### src/rtl/dmem_arbiter.sv
// ============================================================================
// Module      : dmem_arbiter
// Description : Two-port arbiter sharing one Data_Memory line port between a
//               dcache requester (port 0) and a second line requester (port 1).
// Revision    : 1.0 - initial release
// ============================================================================
`default_nettype none

module dmem_arbiter #(
    parameter int RR_EN   = 1,
    parameter int TIMEOUT = 64
) (
    input  logic         clk_i,
    input  logic         rst_i,
    input  logic         req0_enable_i,
    input  logic         req0_write_i,
    input  logic [31:0]  req0_addr_i,
    input  logic [255:0] req0_data_i,
    output logic         req0_ack_o,
    input  logic         req1_enable_i,
    input  logic         req1_write_i,
    input  logic [31:0]  req1_addr_i,
    input  logic [255:0] req1_data_i,
    output logic         req1_ack_o,
    output logic [255:0] req_data_o,
    output logic         mem_enable_o,
    output logic         mem_write_o,
    output logic [31:0]  mem_addr_o,
    output logic [255:0] mem_data_o,
    input  logic         mem_ack_i,
    input  logic [255:0] mem_data_i,
    output logic         grant_o,
    output logic [31:0]  cnt0_o,
    output logic [31:0]  cnt1_o,
    output logic         err_timeout_o
);

    localparam logic [1:0]  c_IDLE    = 2'd0;
    localparam logic [1:0]  c_BUSY    = 2'd1;
    localparam logic [1:0]  c_RELEASE = 2'd2;
    localparam logic [15:0] c_TIMEOUT = 16'(TIMEOUT);
    localparam logic        c_RR      = (RR_EN != 0);

    logic [1:0]   r_state;
    logic [1:0]   w_next;
    logic         r_grant;
    logic         r_mem_write;
    logic [31:0]  r_mem_addr;
    logic [255:0] r_mem_data;
    logic [31:0]  r_cnt0;
    logic [31:0]  r_cnt1;
    logic [15:0]  r_wait;
    logic         r_err;

    logic w_busy;
    logic w_req_any;
    logic w_pick1;
    logic w_ack_hit;
    logic w_timeout_hit;

    assign w_busy        = (r_state == c_BUSY);
    assign w_req_any     = req0_enable_i | req1_enable_i;
    // Port 1 wins when alone, or on a tie under round-robin when port 0 went last.
    assign w_pick1       = req1_enable_i & (~req0_enable_i | (c_RR & ~r_grant));
    assign w_ack_hit     = w_busy & mem_ack_i;
    assign w_timeout_hit = w_busy & (r_wait == c_TIMEOUT);

    always_comb begin
        w_next = r_state;
        case (r_state)
            c_IDLE:    if (w_req_any) w_next = c_BUSY;
            c_BUSY:    if (mem_ack_i) w_next = c_RELEASE;
            c_RELEASE: w_next = c_IDLE;
            default:   w_next = c_IDLE;
        endcase
    end

    always_ff @(posedge clk_i or posedge rst_i) begin
        if (rst_i) r_state <= c_IDLE;
        else       r_state <= w_next;
    end

    always_ff @(posedge clk_i or posedge rst_i) begin
        if (rst_i) begin
            r_grant     <= 1'b1;
            r_mem_write <= 1'b0;
            r_mem_addr  <= '0;
            r_mem_data  <= '0;
        end else if ((r_state == c_IDLE) && w_req_any) begin
            r_grant     <= w_pick1;
            r_mem_write <= w_pick1 ? req1_write_i : req0_write_i;
            r_mem_addr  <= w_pick1 ? req1_addr_i  : req0_addr_i;
            r_mem_data  <= w_pick1 ? req1_data_i  : req0_data_i;
        end
    end

    always_ff @(posedge clk_i or posedge rst_i) begin
        if (rst_i) begin
            r_cnt0 <= '0;
            r_cnt1 <= '0;
        end else if (w_ack_hit) begin
            if (r_grant) r_cnt1 <= r_cnt1 + 32'd1;
            else         r_cnt0 <= r_cnt0 + 32'd1;
        end
    end

    // r_wait holds the 1-based index of the current BUSY cycle, saturating at TIMEOUT.
    always_ff @(posedge clk_i or posedge rst_i) begin
        if (rst_i) begin
            r_wait <= '0;
            r_err  <= 1'b0;
        end else begin
            if ((r_state == c_IDLE) && w_req_any)
                r_wait <= 16'd1;
            else if (w_busy && !mem_ack_i && (r_wait != c_TIMEOUT))
                r_wait <= r_wait + 16'd1;
            r_err <= r_err | w_timeout_hit;
        end
    end

    assign req0_ack_o    = w_ack_hit & ~r_grant;
    assign req1_ack_o    = w_ack_hit &  r_grant;
    assign req_data_o    = mem_data_i;
    assign mem_enable_o  = w_busy;
    assign mem_write_o   = r_mem_write;
    assign mem_addr_o    = r_mem_addr;
    assign mem_data_o    = r_mem_data;
    assign grant_o       = r_grant;
    assign cnt0_o        = r_cnt0;
    assign cnt1_o        = r_cnt1;
    assign err_timeout_o = r_err | w_timeout_hit;

endmodule

`default_nettype wire

### config.mk
export PLATFORM = sky130hd
export DESIGN_NAME = dmem_arbiter
export DESIGN_NICKNAME = d
export VERILOG_FILES = /design/src/rtl/dmem_arbiter.sv
export SDC_FILE = /design/constraint.sdc
export NUM_CORES = 1
export LEC_CHECK = 0
export BUFFER_PORTS_ARGS = -buffer_cell sky130_fd_sc_hd__clkbuf_2
export CAP_MARGIN = 20
export CORE_AREA = 2 2 561 563
export DETAILED_ROUTE_END_ITERATION = 10
export DIE_AREA = 0 0 563 565
export PLACE_DENSITY = 0.3
export SLEW_MARGIN = 20
export SYNTH_ARGS = -nofsm -noshare
export SYNTH_HDL_FRONTEND = slang
export SYNTH_SLANG_ARGS = --single-unit
### constraint.sdc
create_clock -name clk_i -period 16 [get_ports clk_i]
set_input_delay 2.4 -clock clk_i [delete_from_list [all_inputs] [get_ports clk_i]]
set_output_delay 2.4 -clock clk_i [all_outputs]
set_load 0.05 [all_outputs]
==> flow_metrics.env <==
export IMPL_yosysTopAreaCell="dfrtp_1"
export IMPL_overflow=0
export IMPL_whs_ps=474
export IMPL_crit_path_cell_trace="clkbuf_2, and4b_1, clkbuf_2"
export IMPL_outcome="finished clean"
export IMPL_maxCapViolations=0
export IMPL_dpl_cell_area_um2=26600
export IMPL_worstPathArrival_ps=3400
export IMPL_synth_avg_cell_area_um2=10.2
export IMPL_timing_final_ws_setup_ps=10200
export IMPL_portBuffers=940
export IMPL_routabilityCongestion=0.807
export IMPL_vdd_drop_max_v=0.000101
export IMPL_grt_busiest_layer="met2"
export IMPL_use_met3_pct=8.28
export IMPL_slowest_delay_ps=440
export IMPL_hold_violations=0
export IMPL_slew_violations=0
export IMPL_fill_cells=36520
export IMPL_place_ws_ps=9670
export IMPL_first_global_vias=17290
export IMPL_netlist_area_um2=18900
export IMPL_rsz0062_at_grt="no"
export IMPL_die_area_um2=318000
export IMPL_antenna_found_initial=173
export IMPL_maxSlewHeadroom_pct=28.8
export IMPL_drcViolationCount=0
export IMPL_grt_max_degree=113
export IMPL_crit_path_end_kind="output pin"
export IMPL_cts_buffer_depth=3
export IMPL_num_rows=205
export IMPL_dp_hpwl_um=157000
export IMPL_initial_core_util_pct=6.06
export IMPL_syn_instance_count=1858
export IMPL_leakage_nw=12.7
export IMPL_min_period_ps=5800
export IMPL_crit_type="in2out"
export IMPL_cts_buffers=55
export IMPL_fp_coreArea_um2=311000
export IMPL_min_path_type="reg2reg"
export IMPL_placedCellCount=6605
export IMPL_h_tree_depth=2
export IMPL_io_pins=1453
export IMPL_final_common_cell="clkbuf_2"
export IMPL_die_h_um=565
export IMPL_ys_seq_elements=373
export IMPL_synth_main_ff_cell="dfrtp_1"
export IMPL_yosysSeqAreaShare_pct=49.5
export IMPL_fin_cells=6744
export IMPL_cts_sinks=373
export IMPL_synth_edf_count=0
export IMPL_final_cell_mix="clkbuf_2 (940), dfrtp_1 (372), nand2_1 (321)"
export IMPL_p_per_area_nw_per_um2=205
export IMPL_cts_hold_buf=0
export IMPL_grt_total_usage_pct=10.8
export IMPL_grt_first_pass_wirelength_um=216000
export IMPL_dr_total_vias=17095
export IMPL_total_power_mw=5.87
export IMPL_use_met1_pct=10.4
export IMPL_wl_per_cell_um=26.5
export IMPL_async_flop_share_pct=100
export IMPL_ant_nets=0
export IMPL_utilization_pct=9.18
export IMPL_dr_pass1_iters=5
export IMPL_finalClockSkew_ps=92.2
export IMPL_drt_iter0_markers=805
export IMPL_tns_ps=0
export IMPL_drive_gt1_share_pct=41.6
export IMPL_nNetsFinal=3365
export IMPL_yosys_top_cells_area="dfrtp_1 (49%), mux2i_1 (15%), buf_4 (10%)"
export IMPL_synth_net_count=2701
export IMPL_synth_distinct_cells=50
export IMPL_cts_root_buf="clkbuf_16"
export IMPL_worstPathRequired_ps=13600
export IMPL_clock_latency_ps=760
export IMPL_synth_top_area_share_pct=49.3
export IMPL_crit_fanout=6
export IMPL_setup_viol=0
export IMPL_die_w_um=563
export IMPL_wl_um=178000
export IMPL_crit_path_frequent_cell="clkbuf_2"
export IMPL_max_freq_mhz=173
export IMPL_via_per_inst=2.53
export IMPL_critPathSlowestCell="and4b_1"
export IMPL_cts_resized=0
export IMPL_stdcell_area_um2=28600
export IMPL_syn_to_final_growth_pct=51.5
export IMPL_cts_setup_buffers=0
export IMPL_cts_tree="yes"
export IMPL_yosysWarningCount=0
export IMPL_max_slew_worst_pin_slew_ps=1070
export IMPL_met2_usage_pct=16.8
export IMPL_clk_pin_slew_ps=60
export IMPL_fin_crit_sh_pct=36.2
export IMPL_cp_start_kind="input pin"
==> power by group <==
group	switching (mW)	internal (mW)	leakage, nW
Sequential	0.252	1.32	4.70
Combinational	2.40	0.560	7.07
Clock	0.540	0.796	0.926
==> layer usage <==
layer / routed length [um] / part of all wire [%] / vias up
met5: 1030 / 0.58 / -
met4: 10200 / 5.7 / 126
met2: 78000 / 44 / 1296
li1: - / - / 7432
met3: 29500 / 17 / 482
met1: 59800 / 33 / 7759
==> cell families (layout without fill, tap and decap cells) <==
group                      after synthesis  count (layout)  share of synthesized area [%]
AOI/OAI and AO/OA                      302             302                           8.12
other                                    0              40                              0
muxes                                  291             291                           15.4
and+or+nand+nor                        450             450                           10.6
adders and majority gates                4               4                          0.265
xor gates and xnor gates                74              74                           3.43
DFF                                    373             373                           49.5
buffers and inverters                  364            1070                           12.6
==> sequential cells by signal, summed over array words and instances (netlist names) <==
register	cells
mem_write_o	1
cnt0_o	32
r_wait	16
r_state	2
r_err	1
mem_addr_o	32
mem_data_o	256
cnt1_o	32
grant_o	1
==> cell usage after synthesis, drive strengths merged (2+ instances only) <==
cell,number
ha,4
nor3b,2
inv,9
dfrtp,372
o31ai,2
and3,6
nor4b,2
buf,306
xor2,21
o211ai,3
nand4,20
nand3,35
mux2,2
and4,9
a21oi,2
nand2,321
o21ai,291
and2,3
nor2,29
nor4,6
mux2i,289
xnor2,53
clkbuf,49
nor3,7
or4,3
==> worst paths after layout <==
| check | from | end | slack [ps] | cells past startpoint |
|---|---|---|---|---|
| max reg2reg | grant_o | mem_data_o[156] | 12040 | 7 |
| min reg2reg | cnt0_o[31] | cnt0_o[31] | 470 | 1 |
| min in group asynchronous | rst_i | mem_data_o[58] | 1800 | 2 |
| min | cnt0_o[31] | cnt0_o[31] | 470 | 1 |
| max in group asynchronous | rst_i | mem_data_o[223] | 11340 | 5 |
| max | mem_ack_i | req1_ack_o | 10200 | 3 |
==> critical path, delay by kind of cell <==
| family | cells | cell delay [ps] |
|---|---|---|
| AND/OR/NAND/NOR | 1 | 440 |
| buffers and inverters | 2 | 540 |
==> area by class of cell <==
cell class / instances / area [um2] / area share, %
flip-flops and latches: 373 / 9340 / 32.6
multi-input cells: 1121 / 7180 / 25.1
well taps: 4140 / 5180 / 18.1
repair buffers: 962 / 4870 / 17.0
clock buffers: 86 / 1690 / 5.89
clock inverters: 13 / 208 / 0.726
diodes: 40 / 100 / 0.350
inverters: 9 / 41.3 / 0.144
No activity file was read; power rests on OpenSTA's default activity.
